[src/rtl/fpu_resp_merge.sv]
// Writeback merge for the pipelined and DIVSQRT vector FPUs: one small FIFO per
// source, round-robin arbitration onto a single port, and sticky fflags.
module fpu_resp_merge #(
  parameter int WIDTH     = 512,
  parameter int TAG_WIDTH = 1,
  parameter int DEPTH     = 2
) (
  input  logic                 clock,
  input  logic                 reset,
  input  logic                 in0_valid,
  output logic                 in0_ready,
  input  logic [WIDTH-1:0]     in0_result,
  input  logic [4:0]           in0_status,
  input  logic [TAG_WIDTH-1:0] in0_tag,
  input  logic                 in1_valid,
  output logic                 in1_ready,
  input  logic [WIDTH-1:0]     in1_result,
  input  logic [4:0]           in1_status,
  input  logic [TAG_WIDTH-1:0] in1_tag,
  output logic                 out_valid,
  input  logic                 out_ready,
  output logic [WIDTH-1:0]     out_result,
  output logic [4:0]           out_status,
  output logic [TAG_WIDTH-1:0] out_tag,
  output logic                 out_src,
  output logic [4:0]           fflags,
  input  logic                 fflags_clear,
  output logic                 busy
);

  localparam int AW = (DEPTH > 1) ? $clog2(DEPTH) : 1;
  localparam int CW = AW + 1;
  localparam int EW = WIDTH + 5 + TAG_WIDTH;
  localparam logic [CW-1:0] FULL = CW'(DEPTH);

  typedef enum logic [1:0] {
    LOCK_NONE = 2'b00,
    LOCK_IN0  = 2'b01,
    LOCK_IN1  = 2'b10
  } lock_t;

  logic [EW-1:0] mem [2][DEPTH];
  logic [AW-1:0] wptr [2];
  logic [AW-1:0] rptr [2];
  logic [CW-1:0] count [2];
  logic [EW-1:0] in_entry [2];
  logic [EW-1:0] head;
  logic [1:0]    in_valid_v;
  logic [1:0]    ready_v;
  logic [1:0]    nonempty;
  logic [1:0]    push;
  logic [1:0]    pop;
  logic          grant;
  logic          fire;
  logic          rr;
  lock_t         lock;
  lock_t         lock_next;

  assign in_entry[0] = {in0_tag, in0_status, in0_result};
  assign in_entry[1] = {in1_tag, in1_status, in1_result};
  assign in_valid_v  = {in1_valid, in0_valid};

  // Ready comes from the registered count alone, so a full FIFO never accepts
  // even when it is being popped in the same cycle.
  assign ready_v[0]  = (count[0] != FULL);
  assign ready_v[1]  = (count[1] != FULL);
  assign nonempty[0] = (count[0] != {CW{1'b0}});
  assign nonempty[1] = (count[1] != {CW{1'b0}});
  assign push        = in_valid_v & ready_v;

  assign in0_ready = ready_v[0];
  assign in1_ready = ready_v[1];
  assign busy      = |nonempty;

  // Grant selection, pop decode and lock next-state
  always_comb begin
    grant     = rr;
    out_valid = 1'b0;
    fire      = 1'b0;
    pop       = 2'b00;
    lock_next = LOCK_NONE;
    case (lock)
      LOCK_IN0: grant = 1'b0;
      LOCK_IN1: grant = 1'b1;
      default: begin
        if (nonempty == 2'b01) begin
          grant = 1'b0;
        end else if (nonempty == 2'b10) begin
          grant = 1'b1;
        end else begin
          grant = rr;
        end
      end
    endcase
    out_valid  = nonempty[grant];
    fire       = out_valid & out_ready;
    pop[grant] = fire;
    // A stalled head keeps its grant so valid/data stay stable until taken.
    if (out_valid && !out_ready) begin
      lock_next = grant ? LOCK_IN1 : LOCK_IN0;
    end else begin
      lock_next = LOCK_NONE;
    end
  end

  assign head       = mem[grant][rptr[grant]];
  assign out_result = head[WIDTH-1:0];
  assign out_status = head[WIDTH+4:WIDTH];
  assign out_tag    = head[EW-1:WIDTH+5];
  assign out_src    = grant;

  // Grant lock state register
  always_ff @(posedge clock or posedge reset) begin
    if (reset) begin
      lock <= LOCK_NONE;
    end else begin
      lock <= lock_next;
    end
  end

  // Round-robin pointer and sticky status accumulator
  always_ff @(posedge clock or posedge reset) begin
    if (reset) begin
      rr     <= 1'b0;
      fflags <= 5'b00000;
    end else begin
      if (fire) begin
        rr <= ~grant;
      end
      fflags <= (fflags_clear ? 5'b00000 : fflags) | (fire ? out_status : 5'b00000);
    end
  end

  // FIFO pointers and occupancy
  always_ff @(posedge clock or posedge reset) begin
    if (reset) begin
      for (int k = 0; k < 2; k++) begin
        wptr[k]  <= {AW{1'b0}};
        rptr[k]  <= {AW{1'b0}};
        count[k] <= {CW{1'b0}};
      end
    end else begin
      for (int k = 0; k < 2; k++) begin
        if (push[k]) begin
          wptr[k] <= wptr[k] + AW'(1);
        end
        if (pop[k]) begin
          rptr[k] <= rptr[k] + AW'(1);
        end
        case ({push[k], pop[k]})
          2'b10:   count[k] <= count[k] + CW'(1);
          2'b01:   count[k] <= count[k] - CW'(1);
          default: count[k] <= count[k];
        endcase
      end
    end
  end

  // FIFO storage; contents need no reset since occupancy gates visibility
  always_ff @(posedge clock) begin
    for (int k = 0; k < 2; k++) begin
      if (push[k]) begin
        mem[k][wptr[k]] <= in_entry[k];
      end
    end
  end

endmodule

[config.mk]
export PLATFORM = sky130hd
export DESIGN_NAME = fpu_resp_merge
export DESIGN_NICKNAME = d
export VERILOG_FILES = /design/src/rtl/fpu_resp_merge.sv
export SDC_FILE = /design/constraint.sdc
export NUM_CORES = 2
export LEC_CHECK = 0
export BUFFER_PORTS_ARGS = -buffer_cell sky130_fd_sc_hd__buf_2
export CORE_AREA = 2 2 616 618
export CTS_CLUSTER_SIZE = 24
export DETAILED_ROUTE_END_ITERATION = 8
export DIE_AREA = 0 0 618 620
export PLACE_DENSITY = 0.34
export SETUP_SLACK_MARGIN = 0.1
export SYNTH_ARGS = -nofsm -noshare
export SYNTH_HDL_FRONTEND = slang
export SYNTH_SLANG_ARGS = --single-unit
export TNS_END_PERCENT = 5
[constraint.sdc]
create_clock -name clock -period 75.3 [get_ports clock]
set_clock_uncertainty 0.1 [all_clocks]
set_input_delay 7.53 -clock clock [delete_from_list [all_inputs] [get_ports clock]]
set_output_delay 7.53 -clock clock [all_outputs]
set_load 0.01 [all_outputs]
==> qor.txt <==
outcome -> completed
worst vdd ir -> 0.0489 mV
synthesized area -> 82,400 sq um
placed cells -> 10,900
Max Fclk -> 70.8 MHz
I/O pins -> 1,570
fin crit share -> 18.7%
final non-filler cell total -> 11,400
Critical Path Sink Type -> output pin
Worst-Margin Slew -> 1.28 ns
Mapped Avg Cell Area -> 18.3 sq um
number of synthesized flops with an enable pin -> 2,072
Req. time, crit path -> 67.67 ns
Avg WL per Cell -> 27.1 microns
buffers added on ports -> 1,569
pwr/cell area -> 49.6 nW/um^2
Synth Warn # -> 0
most frequent CP cell -> buf_4
Synth top area share -> 75.5%
ys async rst share -> 0.766%
Clock Tree Root -> clkbuf_16
Synth Area in XOR/XNOR -> 0.106%
clock share of power -> 23.1%
Hold Path Class -> reg -> reg
slowest stage cell on the critical path -> buf_4
Pre-Repair DR Iteration Count -> 8
die height -> 620 microns
Sequential Power Share -> 32.2%
register area share after synthesis -> 76.0%
core area -> 377,000 sq um
sw frac -> 42.1%
cts repair resizes -> 0
antenna violations before repair -> 413
row count -> 226
WS Path Type -> reg -> out
routed vias -> 47,100
setup violators final -> 0
fillers -> 38,300
share of layout cells above drive strength 1 -> 41.8%
Distinct cells, synth -> 33
NetSw -> 2.17 mW
Crit path arrival time -> 6.49 ns
Pwr Total -> 5.15 mW
largest cells by area after synthesis -> edfxtp_1 (76%), mux2i_1 (6.4%), a211oi_2 (5.3%), nor2b_1 (3.9%), a21oi_2 (3.2%)
Final Hold Violating Endpoints -> 0
area post-placement -> 95,600 sq um
Syn-to-layout area delta -> 26.0%
Critical Path Max Stage Delay -> 0.87 ns
Final Max Tran Viols -> 0
post-synth top area cell -> edfxtp_1
Max Fanout on Critical Path -> 65
nets -> 7,166
Post-Route WL -> 309 mm
CTS buffer count -> 266
Syn Inst Count -> 4,495
fin crit period -> 14.12 ns
Setup TNS -> 0 ns
Finished Cell Area -> 104,000 sq um
Adder-Cell Fraction of Synth Area -> 0.0456%
CTS tree -> done
Cell Int Power -> 2.98 mW
post-synthesis mux area share -> 6.42%
GP Congestion -> 0.804
Synth Area in Compound Gates -> 11.4%
DIE AREA -> 383,000 sq um
RSZ-0062 raised after global routing -> no
total grt overflow -> 0
later-pin clock latency in the skew report -> 0.89 ns
Sink Count -> 2,088
All-Layer GR Usage -> 15.5%
simple-gate share of the synthesized area -> 4.03%
FF+latch count, synth -> 2,088
relative slew slack -> 12.6%
main combinational cell family by area after synthesis -> compound AO/OA/AOI/OAI gates
first-pass GRT wire length -> 410 mm
CTS H-tree lvls -> 5
Lkg Pwr -> 35.9 nW
vias in the first global route -> 47,200
Util after Layout -> 27.5%
max-cap viol count -> 0
most frequent cells in the layout -> edfxtp_1 (2,072), buf_2 (1,569), mux2i_1 (528)
antenna-violating nets left -> 0
Post-CTS Setup Bufs -> 0
crit-path cells -> or2_4, o21ai_1, o22a_4, buf_4, buf_4, buf_4, buf_4, a211oi_2, a21oi_2, buf_2
vias per inst -> 4.13
commonest non-fill, non-tap cell in the layout -> edfxtp_1
combinational fraction of design power -> 44.6%
1st-iter DRT viols -> 2,490
largest net degree at the start of global routing -> 167
Clk pin slew, worst setup/hold paths -> 0.05 ns
HPWL after DPL -> 219 mm
starting density of the core -> 21.8%
number of buffers inserted by hold repair at cts -> 0
Mapped Nets -> 5,540
main flop type after synthesis -> edfxtp_1
Residual DRC -> 0
Die Span X -> 618 microns
clk buf depth -> 4
Critical Path Start Type -> flip-flop
## critical path: cells and delay by family (launching register included)
family / cells / cell delay (ns)
DFF: 1 / 0.42
buffers and inverters: 5 / 3.48
and+or+nand+nor: 1 / 0.30
AOI/OAI and AO/OA: 4 / 1.21
## through the flow
step,hold slack (ns),setup WS (ns)
after floorplan,0.361,44.74
after global placement,0.370,61.99
after detailed placement,0.375,61.94
after CTS,0.387,60.90
after global routing,0.424,60.70
final,0.390,61.18
## sequential cells by signal (all words and copies together) (netlist names)
signal,flops
count,4
fflags,5
lock,2
mem,2072
rptr,2
rr,1
wptr,2
## metal layers
layer | wire length, microns | global-route usage, % | vias to the layer above
met4 | 10500 | 4.43 | 174
met2 | 159000 | 28.2 | 1783
met3 | 25700 | 5.88 | 981
met1 | 112000 | 16.5 | 23000
met5 | 1070 | 0 | -
li1 | - | - | 21100
## worst paths after layout
check | startpoint | end | slack (ns) | depth (start not counted)
max in group asynchronous | reset | rptr[0] | 67.66 | 2
max | count[2] | out_result[309] | 61.18 | 10
min in group asynchronous | reset | fflags[2] | 6.77 | 2
max reg2reg | count[0] | mem[1][157] | 70.81 | 5
min | fflags[2] | fflags[2] | 0.39 | 1
min reg2reg | fflags[2] | fflags[2] | 0.39 | 1
## area by class of cell
cell class	count	area, sq um	area share, %
Multi-Input combinational cell	2114	18100	17.5
Antenna cell	66	165	0.159
Clock inverter	120	957	0.922
Sequential cell	2088	62600	60.3
Tap cell	5016	6280	6.05
Timing Repair Buffer	1647	8550	8.24
Inverter	4	15.0	0.0145
Clock buffer	349	7060	6.80
## synthesized netlist by cell type (3+ instances only)
library cell,instances
nor2_1,6
a21oi_2,300
mux2i_1,528
a32o_1,5
buf_1,6
a21oi_1,215
edfxtp_1,2072
ha_1,3
buf_2,107
buf_6,51
dfrtp_1,16
o21ai_0,3
a211oi_1,167
xor2_1,4
nand2_1,5
inv_1,4
a211oi_2,346
nor2b_1,513
clkbuf_1,122
xnor2_1,6
## power groups by stage
stage          registers (mW)  clock network [mW]  logic, mW
2_1_floorplan            1.88                   0       1.36
3_3_place_gp             1.68                   0       2.40
3_5_place_dp             1.69                   0       2.40
4_1_cts                  1.66                1.24       2.40
5_1_grt                  1.68                1.28       2.48
6_report                 1.66                1.19       2.30
## cells by family after synthesis
group	Yosys count
fa+ha+maj	3
xor+xnor	10
flops	2088
simple gates	534
buf+inv	293
mux	528
compound gates	1039
No activity file was read; power rests on OpenSTA's default activity.
